<file path="src/rtl/sysram_arb_pkg.sv">
// Shared definitions for the system-RAM write arbiter: FSM encoding, default widths
// and the RAM map locations the producers write to.
package sysram_arb_pkg;

  localparam int DEF_AW = 10;
  localparam int DEF_DW = 32;

  typedef enum logic {
    ARB    = 1'b0,
    LOCKED = 1'b1
  } arb_state_t;

  localparam logic [9:0] RAM_STATUS_BASE  = 10'h200;
  localparam logic [9:0] RAM_DNA_LO       = 10'h206;
  localparam logic [9:0] RAM_DNA_HI       = 10'h207;
  localparam logic [9:0] RAM_ALARMS       = 10'h209;
  localparam logic [9:0] RAM_XADC_FIRST   = 10'h20a;
  localparam logic [9:0] RAM_XADC_LAST    = 10'h20c;
  localparam logic [9:0] RAM_COIN_STATUS  = 10'h20d;
  localparam logic [9:0] RAM_GOLDEN_NONCE = 10'h20e;

endpackage

</file>
<file path="src/rtl/sysram_wr_arbiter_rr_pick.sv">
// Round-robin picker: one-hot grant of the first request found at or above ptr,
// wrapping past the top index back to zero.
module rr_pick
  import sysram_arb_pkg::*;
#(
  parameter int N  = 4,
  parameter int IW = 2
) (
  input  logic [N-1:0]  req,
  input  logic [IW-1:0] ptr,
  output logic [N-1:0]  gnt
);

  logic          found;
  logic [IW-1:0] idx;

  always_comb begin
    gnt   = '0;
    found = 1'b0;
    idx   = '0;
    for (int off = 0; off < N; off++) begin
      idx = IW'((int'(ptr) + off) % N);
      if (!found && req[idx]) begin
        gnt[idx] = 1'b1;
        found    = 1'b1;
      end
    end
  end

endmodule

</file>
<file path="src/rtl/sysram_wr_arbiter.sv">
// Single-port system-RAM write arbiter: host stream (0) first with burst locking, others
// round-robin with starvation guard. Define SYSRAM_ARB_STATS_EN for the stat_word counters.
module sysram_wr_arbiter
  import sysram_arb_pkg::*;
#(
  parameter int NREQ     = 4,
  parameter int AW       = DEF_AW,
  parameter int DW       = DEF_DW,
  parameter int MAX_WAIT = 64,
  parameter int LOCK_MAX = 32
) (
  input  logic               clk_100,
  input  logic               rst_100,
  input  logic [NREQ-1:0]    req_valid,
  input  logic [NREQ-1:0]    req_lock,
  input  logic [NREQ*AW-1:0] req_addr,
  input  logic [NREQ*DW-1:0] req_data,
  output logic [NREQ-1:0]    req_ready,
`ifdef SYSRAM_ARB_STATS_EN
  input  logic               stat_clr,
  output logic [31:0]        stat_word,
`endif
  output logic               system_ram_we_100,
  output logic [AW-1:0]      system_ram_addr_100,
  output logic [DW-1:0]      data_to_systemram_100,
  output logic [2:0]         gnt_id,
  output logic               locked
);

  localparam int IW = (NREQ > 1) ? $clog2(NREQ) : 1;
  localparam int BW = $clog2(LOCK_MAX + 1);
  localparam int CW = 8;

  arb_state_t      state;
  logic [IW-1:0]   owner, rr_ptr, pen_id, xfer_id;
  logic            pen, inv_seen, xfer, forced_rel;
  logic [BW-1:0]   beat_cnt, beat_next;
  logic [CW-1:0]   wait_cnt [NREQ];
  logic [NREQ-1:0] urgent, eligible, pen_onehot, owner_onehot;
  logic [NREQ-1:0] rr_req, rr_gnt, urgent_e, arb_gnt;

  always_comb begin
    for (int i = 0; i < NREQ; i++)
      urgent[i] = req_valid[i] && (wait_cnt[i] == CW'(MAX_WAIT));
  end

  assign pen_onehot   = NREQ'(1) << pen_id;
  assign owner_onehot = NREQ'(1) << owner;

  // After a forced release the old owner sits out one arbitration if anyone else wants it.
  always_comb begin
    eligible = req_valid;
    if (pen && ((req_valid & ~pen_onehot) != '0))
      eligible = req_valid & ~pen_onehot;
  end

  assign urgent_e = eligible & urgent;
  assign rr_req   = eligible & ~NREQ'(1);

  rr_pick #(.N(NREQ), .IW(IW)) u_rr_pick (
    .req (rr_req),
    .ptr (rr_ptr),
    .gnt (rr_gnt)
  );

  always_comb begin
    if (urgent_e != '0)
      arb_gnt = urgent_e & (~urgent_e + NREQ'(1));
    else if (eligible[0])
      arb_gnt = NREQ'(1);
    else
      arb_gnt = rr_gnt;
  end

  always_comb begin
    if (rst_100)
      req_ready = '0;
    else if (state == LOCKED)
      req_ready = req_valid & owner_onehot;
    else
      req_ready = arb_gnt;
  end

  always_comb begin
    xfer_id = '0;
    for (int i = 0; i < NREQ; i++)
      if (req_ready[i]) xfer_id = IW'(i);
  end

  assign xfer       = |req_ready;
  assign beat_next  = beat_cnt + BW'(xfer);
  assign forced_rel = (state == LOCKED) && (beat_next >= BW'(LOCK_MAX));

  always_ff @(posedge clk_100) begin
    if (rst_100) begin
      state                 <= ARB;
      owner                 <= '0;
      rr_ptr                <= IW'(1);
      pen                   <= 1'b0;
      pen_id                <= '0;
      inv_seen              <= 1'b0;
      beat_cnt              <= '0;
      locked                <= 1'b0;
      system_ram_we_100     <= 1'b0;
      system_ram_addr_100   <= '0;
      data_to_systemram_100 <= '0;
      gnt_id                <= '0;
      for (int i = 0; i < NREQ; i++) wait_cnt[i] <= '0;
    end else begin
      system_ram_we_100 <= xfer;
      if (xfer) begin
        system_ram_addr_100   <= req_addr[xfer_id*AW +: AW];
        data_to_systemram_100 <= req_data[xfer_id*DW +: DW];
        gnt_id                <= 3'(xfer_id);
      end
      for (int i = 0; i < NREQ; i++) begin
        if (!req_valid[i] || req_ready[i])
          wait_cnt[i] <= '0;
        else if (wait_cnt[i] != CW'(MAX_WAIT))
          wait_cnt[i] <= wait_cnt[i] + 1'b1;
      end
      if (xfer && xfer_id != '0)
        rr_ptr <= (xfer_id == IW'(NREQ - 1)) ? IW'(1) : xfer_id + IW'(1);
      case (state)
        ARB: begin
          if (xfer) begin
            pen <= 1'b0;
            if (req_lock[xfer_id]) begin
              state    <= LOCKED;
              locked   <= 1'b1;
              owner    <= xfer_id;
              beat_cnt <= BW'(1);
              inv_seen <= 1'b0;
            end
          end
        end
        LOCKED: begin
          beat_cnt <= beat_next;
          inv_seen <= !req_valid[owner];
          // Beat limit wins over the other release reasons so the penalty is always applied.
          if (forced_rel) begin
            state  <= ARB;
            locked <= 1'b0;
            pen    <= 1'b1;
            pen_id <= owner;
          end else if (!req_lock[owner] || (inv_seen && !req_valid[owner])) begin
            state  <= ARB;
            locked <= 1'b0;
          end
        end
        default: begin
          state  <= ARB;
          locked <= 1'b0;
        end
      endcase
    end
  end

`ifdef SYSRAM_ARB_STATS_EN
  logic [15:0] stat_writes;
  logic [7:0]  stat_urgent, stat_forced;

  always_ff @(posedge clk_100) begin
    if (rst_100 || stat_clr) begin
      stat_writes <= '0;
      stat_urgent <= '0;
      stat_forced <= '0;
    end else begin
      if (xfer && stat_writes != 16'hFFFF)
        stat_writes <= stat_writes + 16'd1;
      if (xfer && state == ARB && urgent_e != '0 && stat_urgent != 8'hFF)
        stat_urgent <= stat_urgent + 8'd1;
      if (forced_rel && stat_forced != 8'hFF)
        stat_forced <= stat_forced + 8'd1;
    end
  end

  assign stat_word = {stat_writes, stat_urgent, stat_forced};
`endif

endmodule

</file>
<file path="config.mk">
export PLATFORM = sky130hd
export DESIGN_NAME = sysram_wr_arbiter
export DESIGN_NICKNAME = d
export VERILOG_FILES = /design/src/rtl/sysram_arb_pkg.sv /design/src/rtl/sysram_wr_arbiter_rr_pick.sv /design/src/rtl/sysram_wr_arbiter.sv
export SDC_FILE = /design/constraint.sdc
export NUM_CORES = 1
export LEC_CHECK = 0
export BUFFER_PORTS_ARGS = -buffer_cell sky130_fd_sc_hd__buf_4
export CAP_MARGIN = 0
export CORE_MARGIN = 3
export CORE_UTILIZATION = 53
export DETAILED_ROUTE_END_ITERATION = 10
export HOLD_SLACK_MARGIN = 0.02
export PLACE_DENSITY_LB_ADDON = 0.2
export SLEW_MARGIN = 0
export SYNTH_ARGS = -nofsm -noshare
export SYNTH_HDL_FRONTEND = slang
export SYNTH_HIERARCHICAL = 1
export SYNTH_SLANG_ARGS = --single-unit
</file>
<file path="constraint.sdc">
create_clock -name clk_100 -period 9.05 [get_ports clk_100]
set_clock_uncertainty 0.2 [all_clocks]
set_input_delay 1.81 -clock clk_100 [delete_from_list [all_inputs] [get_ports clk_100]]
set_output_delay 1.81 -clock clk_100 [all_outputs]
set_load 0.05 [all_outputs]
</file>
# Word-level counts from Yosys, hierarchy flattened
# Memories as Yosys holds them, arrays and structs flattened.
# Index checks and enable logic that the tools add are counted.
dict set report word_totals {
  mem_count 1
  inputBits 178
  ram_bits 32
  reg_bits 61
  output_inout_bits 51
  wordCells 203
}
# memory depth width read_ports rd_ports_with_merged_regs wr line
set memory_table {}
lappend memory_table {wait_cnt 4 8 4 0 4 sysram_wr_arbiter.sv:38} ;# logic [CW-1:0] wait_cnt [NREQ];
dict set report op_classes {
  n_mux 95
  bitwise 18
  magnitude_cmp 11
  addsub 10
  eq_ne 13
  shifts 4
  n_mul 1
  n_reduce_logical 38
}
# operator count
set op_table {}
lappend op_table {{128-bit by 8-bit variable part select with 32-bit output} 1}
lappend op_table {{8-bit 2-to-1 mux} 8}
lappend op_table {{1-bit 2-to-1 mux} 57}
lappend op_table {{40-bit by 7-bit variable part select with 10-bit output} 1}
lappend op_table {{4-bit 2-to-1 mux} 9}
lappend op_table {{8-bit by 1-bit adder with 8-bit output, second input constant} 4}
lappend op_table {{8-bit by 7-bit == test with 1-bit output, second input constant} 4}
lappend op_table {{8-bit by 7-bit inequality test with 1-bit output, second input constant} 4}
lappend op_table {{2-bit by 3-bit less-than comparator with 1-bit output, second input constant} 6}
lappend op_table {{4-bit bitwise AND} 4}
lappend op_table {{1-bit logical AND} 15}
lappend op_table {{1-bit binary-select mux with 2-bit select} 7}
lappend op_table {{6-bit 2-to-1 mux} 2}
lappend op_table {{4-bit bitwise OR} 3}
lappend op_table {{6-bit case mux with 2 select lines} 1}
lappend op_table {{1-bit zero test} 9}
lappend op_table {{1-bit demux with 2-bit select} 4}
lappend op_table {{2-bit by 1-bit >= comparator with 1-bit output, second input constant} 4}
lappend op_table {{4-bit NOT} 2}
lappend op_table {{1-bit bitwise OR} 8}
lappend op_table {{1-bit case mux with 2 select lines} 4}
lappend op_table {{4-bit nonzero test} 2}
lappend op_table {{1-bit by 2-bit left shift with 4-bit output, first input constant} 2}
lappend op_table {{6-bit by 1-bit adder with 6-bit output} 1}
lappend op_table {{other kinds (16)} 28}

# Longest topological paths before layout
# Gate-level depths: netlist (run 1).
dict set report depth {
  ltp_word 30
  ltp_mapped 23
  ltp_nobuf 20
}

# By module
# The synthesis (run 1) kept the hierarchy.
# module instances area_each_um2 seq_area_each_um2 cells_each
set by_module_without_submodules {}
lappend by_module_without_submodules {sysram_wr_arbiter 1 5411.4 2182.1 559}
lappend by_module_without_submodules {rr_pick 1 337.8 0.0 36}

# Worst setup path before layout (run 1)
# No wires, ideal clock.
dict set report synth_path {
  path_type {input port to output port}
  from {input req_valid[0]}
  to {output req_ready[1]}
  path_stages 14
  required_ps 7040
  path_slack_ps 2483
  arrival_ps 4557
  n_path_buf 3
  cell_sequence {clkbuf_2 -> nor3_1 -> nor3_1 -> nor2b_1 -> mux4_2 -> buf_6 -> nor4b_4 -> nand2_1 -> o211ai_1 -> nand3_1 -> o21ai_1 -> nor2_2 -> inv_2 -> clkbuf_1}
}
dict set report synth_via {
  elab_chain_cells 20
  elab_cells_between_ends 38
  classes_between {1 x add/sub; 20 x mux; 7 x bitwise; 10 x reduce/logical}
}
# item line
set synth_rtl {}
lappend synth_rtl {{start: declaration} sysram_wr_arbiter.sv:14} ;# input logic [NREQ-1:0] req_valid,
lappend synth_rtl {{4-bit bitwise AND (*)} sysram_wr_arbiter.sv:53} ;# if (pen && ((req_valid & ~pen_onehot) != '0))
lappend synth_rtl {{4-bit nonzero test (*)} sysram_wr_arbiter.sv:53}
lappend synth_rtl {{1-bit logical AND (*)} sysram_wr_arbiter.sv:53}
lappend synth_rtl {{4-bit 2-to-1 mux (*)} sysram_wr_arbiter.sv:53}
lappend synth_rtl {{via eligible[1]} sysram_wr_arbiter.sv:39} ;# logic [NREQ-1:0] urgent, eligible, pen_onehot, owner_onehot;
lappend synth_rtl {{1-bit binary-select mux with 2-bit select} sysram_wr_arbiter_rr_pick.sv:23} ;# if (!found && req[idx]) begin
lappend synth_rtl {{1-bit 2-to-1 mux (implied by the code)} sysram_wr_arbiter_rr_pick.sv:23}
lappend synth_rtl {{1-bit 2-to-1 mux} sysram_wr_arbiter_rr_pick.sv:23}
lappend synth_rtl {{[... 6 more ...]} --}
lappend synth_rtl {{1-bit zero test} sysram_wr_arbiter_rr_pick.sv:23}
lappend synth_rtl {{1-bit logical AND} sysram_wr_arbiter_rr_pick.sv:23}
lappend synth_rtl {{4-bit 2-to-1 mux (*)} sysram_wr_arbiter_rr_pick.sv:23}
lappend synth_rtl {{via rr_gnt[1]} sysram_wr_arbiter.sv:40} ;# logic [NREQ-1:0] rr_req, rr_gnt, urgent_e, arb_gnt;
lappend synth_rtl {{4-bit 2-to-1 mux (*)} sysram_wr_arbiter.sv:69} ;# else if (eligible[0])
lappend synth_rtl {{4-bit 2-to-1 mux (*)} sysram_wr_arbiter.sv:67} ;# if (urgent_e != '0)
lappend synth_rtl {{4-bit 2-to-1 mux (*)} sysram_wr_arbiter.sv:78} ;# else if (state == LOCKED)
lappend synth_rtl {{4-bit 2-to-1 mux (*)} sysram_wr_arbiter.sv:76} ;# if (rst_100)
lappend synth_rtl {{end: declaration} sysram_wr_arbiter.sv:18} ;# output logic [NREQ-1:0] req_ready,
# The timed path passes the listed nets; every way through them passes the cells marked *. The select of a mux whose other input is x is not followed.

# Worst setup path after layout (run 1)
dict set report layout_path {
  from {input req_valid[2]}
  to {output req_ready[3]}
}
# Same word-level chain as after synthesis.

==> flow_metrics.env, run 1 <==
export IMPL_status="finished, final reports clean"
export IMPL_vias_per_cell=6.272
export IMPL_max_vdd_ir_drop_v=0.0001418
export IMPL_yosysWarnings=6
export IMPL_p_leak_uw=0.003388
export IMPL_synth_flop_cell="dfxtp_1"
export IMPL_postSynth_asyncResetShare=0
export IMPL_multi_input_area_um2=3246
export IMPL_io_pins=229
export IMPL_syn_to_final_growth_pct=33.36
export IMPL_syn_area_per_cell_um2=9.663
export IMPL_antenna_cells=0
export IMPL_setup_violations=0
export IMPL_dr_pass1_iters=7
export IMPL_fin_crit_ns=7.313
export IMPL_drtIter0Drc=520
export IMPL_layout_drive_gt1_share=0.3706
export IMPL_die_x_um=110.2
export IMPL_hpwlAfterDp_um=14220
export IMPL_routed_wl_um=18930
export IMPL_clk_path_buf_depth=2
export IMPL_cellPowerDensity_nw_per_um2=215.2
export IMPL_syn_cell_area_um2=5749
export IMPL_gp_congestion=0.8792
export IMPL_report_final_slew_viol_count=0
export IMPL_max_slew_margin=0.4298
export IMPL_arrival_ns=5.30
export IMPL_antenna_found_initial=0
export IMPL_path_class="in -> out"
export IMPL_vias=5896
export IMPL_tns_ns=0
export IMPL_fmax_ghz=0.1367
export IMPL_cp_end_kind="output pin"
export IMPL_ys_types=74
export IMPL_clk_latency_ns=0.38
export IMPL_initial_core_util=0.5520
export IMPL_grt_pass1_vias=5765
export IMPL_worst_pin_slew_ns=0.8553
export IMPL_grtUsageTotal=0.3038
export IMPL_core_um2=10420
export IMPL_synth_seq_cells=93
export IMPL_fillers=764
export IMPL_cts_setup_buffers=0
export IMPL_nNetsFinal=995
export IMPL_ant_nets=0
export IMPL_dieArea_um2=12130
export IMPL_port_buffers=227
export IMPL_cp_data_required_time_ns=7.04
export IMPL_synthesis_instances=595
export IMPL_startpoint_type="input port"
export IMPL_fin_crit_sh=0.8080
export IMPL_wl_per_cell_um=20.14
export IMPL_grt_pass1_wl_um=28560
export IMPL_synth_edf_count=32
export IMPL_h_tree_depth=3
export IMPL_hold_viol=0
export IMPL_hold_ws_ns=0.3080
export IMPL_place_ws_ns=1.831
export IMPL_hold_path_class="reg -> reg"
export IMPL_fin_ws_ns=1.737
export IMPL_ctsHoldBuffers=0
export IMPL_cts_tree="yes"
export IMPL_yosysSeqAreaShare=0.3795
export IMPL_cts_root_buf="clkbuf_8"
export IMPL_die_y_um=110.2
export IMPL_ctsResizeCount=0
export IMPL_fp_row_count=37
export IMPL_register_area_um2=2182
export IMPL_maxCapViolCount=0
export IMPL_grt_max_degree=59
export IMPL_rsz0062_at_grt="false"
export IMPL_clk_pin_slew_ns=0.09
export IMPL_remaining_drc_errors=0
export IMPL_cts_sinks=93
export IMPL_path_max_fanout=23
export IMPL_grt_overflow=0
export IMPL_numCtsBuffers=9
export IMPL_fin_util=0.7361
==> per-stage QoR <==
step                      cell area (µm²)  std cells  power, µW
final                                7667        940       1650
after floorplan                      5764        599       1116
after global routing                 7667        940       1727
after detailed placement             7471        924       1363
after CTS                            7667        940       1646
after global placement               7471        924       1346
==> power breakdown <==
part / total, µW / switching, µW / internal, µW
Clock: 288 / 158 / 129
Sequential: 551 / 52.4 / 499
Combinational: 811 / 521 / 290
Total: 1650 / 732 / 918
==> worst max-delay path, stage by stage <==
cell      delay, ns
buf_4          0.14
nor3_1         0.08
nor3_1         0.25
nor2b_1        0.12
mux4_2         0.59
nor4b_4        0.40
nand2_1        0.09
o211ai_1       0.12
a21boi_0       0.18
o31ai_4        0.24
nand2_1        0.45
inv_2          0.54
buf_4          0.29
==> path summary, 6_finish.rpt <==
path	endpoint	slack, ns	from	depth (start not counted)
worst max register to register	pen_id[0]	3.53	pen_id[1]	20
worst min-delay path	gnt_id[1]	0.31	gnt_id[1]	2
worst min register to register	gnt_id[1]	0.31	gnt_id[1]	2
worst max-delay path	req_ready[3]	1.74	req_valid[2]	13
==> registers in the layout, indices dropped and copies added (netlist names) <==
register               cells
inv_seen                   1
owner                      2
system_ram_addr_100       10
rr_ptr                     2
gnt_id                     2
data_to_systemram_100     32
pen_id                     2
locked                     1
system_ram_we_100          1
beat_cnt                   6
state                      1
pen                        1
wait_cnt                  32
==> cell usage after synthesis (4+ instances only) <==
| master | instances | area (µm²) |
|---|---|---|
| a222oi_1 | 20 | 200.2 |
| a21oi_1 | 33 | 165.2 |
| dfxtp_1 | 61 | 1221 |
| a32o_1 | 4 | 40.04 |
| buf_2 | 9 | 45.04 |
| buf_4 | 7 | 52.55 |
| a21o_2 | 4 | 35.03 |
| a311oi_2 | 19 | 285.3 |
| o221ai_1 | 45 | 394.1 |
| inv_1 | 29 | 108.9 |
| nand2_1 | 21 | 78.83 |
| inv_2 | 4 | 15.01 |
| edfxtp_1 | 32 | 960.9 |
| nand3_1 | 23 | 115.1 |
| clkbuf_1 | 23 | 86.33 |
| nor3_1 | 7 | 35.03 |
| and3_1 | 11 | 68.82 |
| nor4bb_1 | 4 | 40.04 |
| xnor2_1 | 10 | 87.58 |
| a21o_1 | 20 | 150.1 |
| nor2_1 | 63 | 236.5 |
| nand4_1 | 5 | 31.28 |
| xor2_1 | 17 | 148.9 |
| o21ai_0 | 28 | 140.1 |
| ha_1 | 18 | 225.2 |
| o211ai_1 | 5 | 37.54 |
==> logic make-up after synthesis <==
group	synth area share
buf+inv	0.05854
flops	0.3795
simple gates	0.1456
xor+xnor	0.04113
other cells	0.0006523
compound gates	0.3053
mux	0.03003
fa+ha+maj	0.03917
==> routing by layer <==
| metal | global-route usage | part of all wire | vias to the layer above |
|---|---|---|---|
| li1 | - | - | 2711 |
| met1 | 0.3633 | 0.38 | 2819 |
| met2 | 0.5117 | 0.50 | 305 |
| met3 | 0.08328 | 0.080 | 61 |
| met4 | 0.1319 | 0.042 | 0 |
| met5 | 0 | 0 | - |
==> layout by cell type, fill, tap and decap left out, types with 3 or more instances in the layout <==
| master | instances |
|---|---|
| o221ai_1 | 45 |
| o211ai_1 | 5 |
| nand2_1 | 21 |
| clkbuf_8 | 9 |
| and2_1 | 3 |
| o311ai_1 | 3 |
| inv_2 | 4 |
| a21oi_1 | 33 |
| nor4b_1 | 3 |
| xor2_1 | 17 |
| nor3_1 | 7 |
| inv_6 | 3 |
| mux2i_1 | 3 |
| and3_1 | 11 |
| mux4_2 | 3 |
| inv_1 | 29 |
| ha_1 | 18 |
| nand4_1 | 5 |
| xnor2_1 | 10 |
| or2_2 | 3 |
| a32o_1 | 4 |
| nor2b_1 | 3 |
| nor2_1 | 63 |
| a222oi_1 | 20 |
| dfxtp_1 | 61 |
| edfxtp_1 | 32 |
| a311oi_2 | 19 |
| conb_1 | 5 |
| a21o_2 | 4 |
| nand3_1 | 23 |
| nor4bb_1 | 4 |
| o21ai_0 | 28 |
| buf_4 | 233 |
| a21o_1 | 20 |
==> cell type report <==
type	instances	area share
flip-flops and latches	93	0.2846
well taps	136	0.02219
repair buffers	233	0.2281
inverters	33	0.01616
clock buffers	9	0.01616
multi-input cells	429	0.4233
clock inverters	7	0.009465
Power figures use the tool's default switching activity.
==> run 2, diff against run 1 <==
--- a/config.mk
+++ b/config.mk
@@ -5,10 +5,11 @@
 export SDC_FILE = /design/constraint.sdc
 export NUM_CORES = 1
 export LEC_CHECK = 0
+export ABC_AREA = 1
 export BUFFER_PORTS_ARGS = -buffer_cell sky130_fd_sc_hd__buf_4
 export CAP_MARGIN = 0
 export CORE_MARGIN = 3
-export CORE_UTILIZATION = 53
+export CORE_UTILIZATION = 45
 export DETAILED_ROUTE_END_ITERATION = 10
 export HOLD_SLACK_MARGIN = 0.02
 export PLACE_DENSITY_LB_ADDON = 0.2
==> constraint.sdc (replaced) <==
create_clock -name clk_100 -period 6.6 [get_ports clk_100]
set_clock_uncertainty 0.2 [all_clocks]
set_input_delay 1.32 -clock clk_100 [delete_from_list [all_inputs] [get_ports clk_100]]
set_output_delay 1.32 -clock clk_100 [all_outputs]
set_load 0.05 [all_outputs]
==> run 2 against run 1 <==
Hold slack lost 0.041 ns. Synthesized cell count grew 42%. Sequential power grew 58%. Highest routed layer unchanged. First-iteration DRC count shrank 31%. Register-to-register slack lost 1.4 ns. Critical path depth grew 8. Sequential share of layout area shrank 1.2 points. Clock-buffer cell count is the same. Cell area grew 4.4%. Worst setup slack lost 0.45 ns.
==> flow_metrics.env, run 2 <==
export IMPL_syn_area_per_cell_um2=7.065
export IMPL_drtIter0Drc=358
export IMPL_yosysWarnings=6
export IMPL_fin_crit_sh=0.8055
export IMPL_synth_area_leaders="dfxtp_1 (20%), edfxtp_1 (16%), o21ai_0 (9.6%), nor2_1 (8.4%), nand2_1 (6.8%)"
export IMPL_die_y_um=121.3
export IMPL_max_slew_margin=0.4943
export IMPL_cts_sinks=93
export IMPL_gp_congestion=0.8826
export IMPL_rsz0062_at_grt="false"
export IMPL_syn_to_final_growth_pct=33.91
export IMPL_max_vdd_ir_drop_v=0.0002204
export IMPL_seq_power_share=0.253
export IMPL_fp_row_count=41
export IMPL_fmax_ghz=0.1881
export IMPL_synth_most_common_cell="nor2_1"
export IMPL_synthMuxAreaShare=0
export IMPL_cellPowerDensity_nw_per_um2=428.5
export IMPL_synth_top_family_by_area="simple AND/OR/NAND/NOR gates"
export IMPL_p_int_uw=1681
export IMPL_mostFrequentLayoutCell="buf_4"
export IMPL_synth_compound_area_frac=0.2267
export IMPL_worst_pin_slew_ns=0.7516
export IMPL_remaining_drc_errors=0
export IMPL_fin_crit_ns=5.316
export IMPL_path_class="in -> out"
export IMPL_die_x_um=121.3
export IMPL_synth_xor_area_frac=0.01758
export IMPL_p_comb_frac=0.594
export IMPL_cp_end_kind="output pin"
export IMPL_hpwlAfterDp_um=13980
export IMPL_syn_cell_area_um2=5977
export IMPL_sw_frac_of_total=0.5099
export IMPL_vias=6332
export IMPL_place_inst=1209
export IMPL_grt_overflow=0
export IMPL_cts_tree="yes"
export IMPL_grt_pass1_vias=6086
export IMPL_p_clk_frac=0.153
export IMPL_report_final_slew_viol_count=0
export IMPL_postSynth_asyncResetShare=0
export IMPL_initial_core_util=0.4660
export IMPL_antenna_found_initial=0
export IMPL_synth_fa_ha_area_frac=0.03768
export IMPL_io_pins=229
export IMPL_arrival_ns=3.80
export IMPL_wl_per_cell_um=15.34
export IMPL_yosysSeqAreaShare=0.3651
export IMPL_grtUsageTotal=0.2537
export IMPL_ys_types=38
export IMPL_dieArea_um2=14700
export IMPL_tns_ns=0
export IMPL_clk_pin_slew_ns=0.06
export IMPL_routed_wl_um=18790
export IMPL_numCtsBuffers=9
export IMPL_yosys_area_top_type_share=0.2043
export IMPL_power_switching_uw=1749
export IMPL_cp_data_required_time_ns=5.08
export IMPL_port_buffers=227
export IMPL_vias_per_cell=5.169
export IMPL_ctsResizeCount=0
export IMPL_startpoint_type="input port"
export IMPL_hold_path_class="reg -> reg"
export IMPL_synth_flop_cell="dfxtp_1"
export IMPL_grt_max_degree=67
export IMPL_p_leak_uw=0.003770
export IMPL_grt_pass1_wl_um=29690
export IMPL_ys_top_cells_by_count="nor2_1 (133), o21ai_0 (115), nand2_1 (108), inv_1 (83), dfxtp_1 (61)"
export IMPL_synth_seq_cells=93
export IMPL_core_um2=12820
export IMPL_synthesis_instances=846
export IMPL_cts_root_buf="clkbuf_16"
export IMPL_status="finished, final reports clean"
export IMPL_hold_viol=0
export IMPL_stdcell_count=1225
export IMPL_layout_drive_gt1_share=0.2716
export IMPL_yosysTopAreaCell="dfxtp_1"
export IMPL_setup_violations=0
export IMPL_yosys_area_share_simple=0.2543
export IMPL_antenna_cells=0
export IMPL_dr_pass1_iters=5
export IMPL_path_max_fanout=47
export IMPL_nNetsFinal=1244
export IMPL_clk_latency_ns=0.35
export IMPL_cts_setup_buffers=0
export IMPL_ant_nets=0
export IMPL_reg_top3="data_to_systemram_100 x32, wait_cnt x32, system_ram_addr_100 x10"
export IMPL_maxCapViolCount=0
export IMPL_ctsHoldBuffers=0
export IMPL_layout_common_cells="buf_4 (233), nor2_1 (133), o21ai_0 (115), nand2_1 (108), inv_1 (83)"
export IMPL_clk_path_buf_depth=2
export IMPL_h_tree_depth=3
export IMPL_synth_edf_count=32
[run 2: layout make-up]
| type | instances | area, µm² |
|---|---|---|
| Clock buffer | 9 | 225.2 |
| Clock inverter | 7 | 73.82 |
| Fill cell | 1214 | 4821 |
| Inverter | 90 | 337.8 |
| Multi-Input combinational cell | 621 | 3221 |
| Sequential cell | 93 | 2182 |
| Tap cell | 172 | 215.2 |
| Timing Repair Buffer | 233 | 1749 |
[run 2: critical path, cell delays in order]
cell,delay (ns)
buf_4,0.13
o21ai_1,0.10
nand2_1,0.08
o21ai_2,0.18
nand2_1,0.07
nand2_1,0.14
nand2_1,0.11
nand3_2,0.16
nand2_4,0.09
nand2_4,0.08
inv_2,0.05
nand3_1,0.07
nand3_1,0.09
nand2_1,0.07
nand2_1,0.04
nand2_1,0.06
nand2_1,0.05
nand2_2,0.07
buf_4,0.43
inv_1,0.13
buf_4,0.22
[run 2: final timing paths]
path                      from      endpoint  slack, ns  cells past startpoint
setup reg to reg     rr_ptr[0]        locked       2.12                     25
hold / removal     beat_cnt[3]   beat_cnt[3]       0.27                      2
hold reg to reg    beat_cnt[3]   beat_cnt[3]       0.27                      2
setup / recovery  req_valid[0]  req_ready[3]       1.28                     21
[run 2: kinds of logic (layout without fill, tap and decap cells)]
group	after synthesis	after routing
flip-flops	93	93
XOR/XNOR	12	12
AND/OR/NAND/NOR	342	342
adder cells (fa/ha/maj)	18	18
buffers and inverters	135	339
other	1	4
AO/OA/AOI/OAI	245	245
[run 2: power groups by stage]
stage | Clock (µW) | Combinational [µW] | Sequential (µW)
after floorplan | 0 | 1050 | 1330
after global placement | 0 | 2040 | 872
after detailed placement | 0 | 2040 | 874
after CTS | 538 | 2040 | 866
after global routing | 562 | 2220 | 888
final | 525 | 2040 | 868
[run 2: routing by layer]
layer / part of all wire / global-route usage
met4: 0.027 / 0.09944
met2: 0.50 / 0.4380
met5: 0 / 0
met1: 0.41 / 0.2996
met3: 0.063 / 0.06853
[run 2: metrics by stage]
| stage | hold WS, ns | util | setup slack, ns | total power (µW) | cell area, µm² |
|---|---|---|---|---|---|
| after floorplan | 0.2319 | - | 1.619 | 2382 | 5988 |
| after global placement | 0.2492 | 0.6008 | 1.340 | 2910 | 7705 |
| after detailed placement | 0.2564 | 0.6008 | 1.236 | 2913 | 7705 |
| after CTS | 0.2654 | 0.6241 | 1.347 | 3448 | 8004 |
| after global routing | 0.2901 | 0.6241 | 1.114 | 3673 | 8004 |
| final | 0.2671 | 0.6241 | 1.284 | 3429 | 8004 |
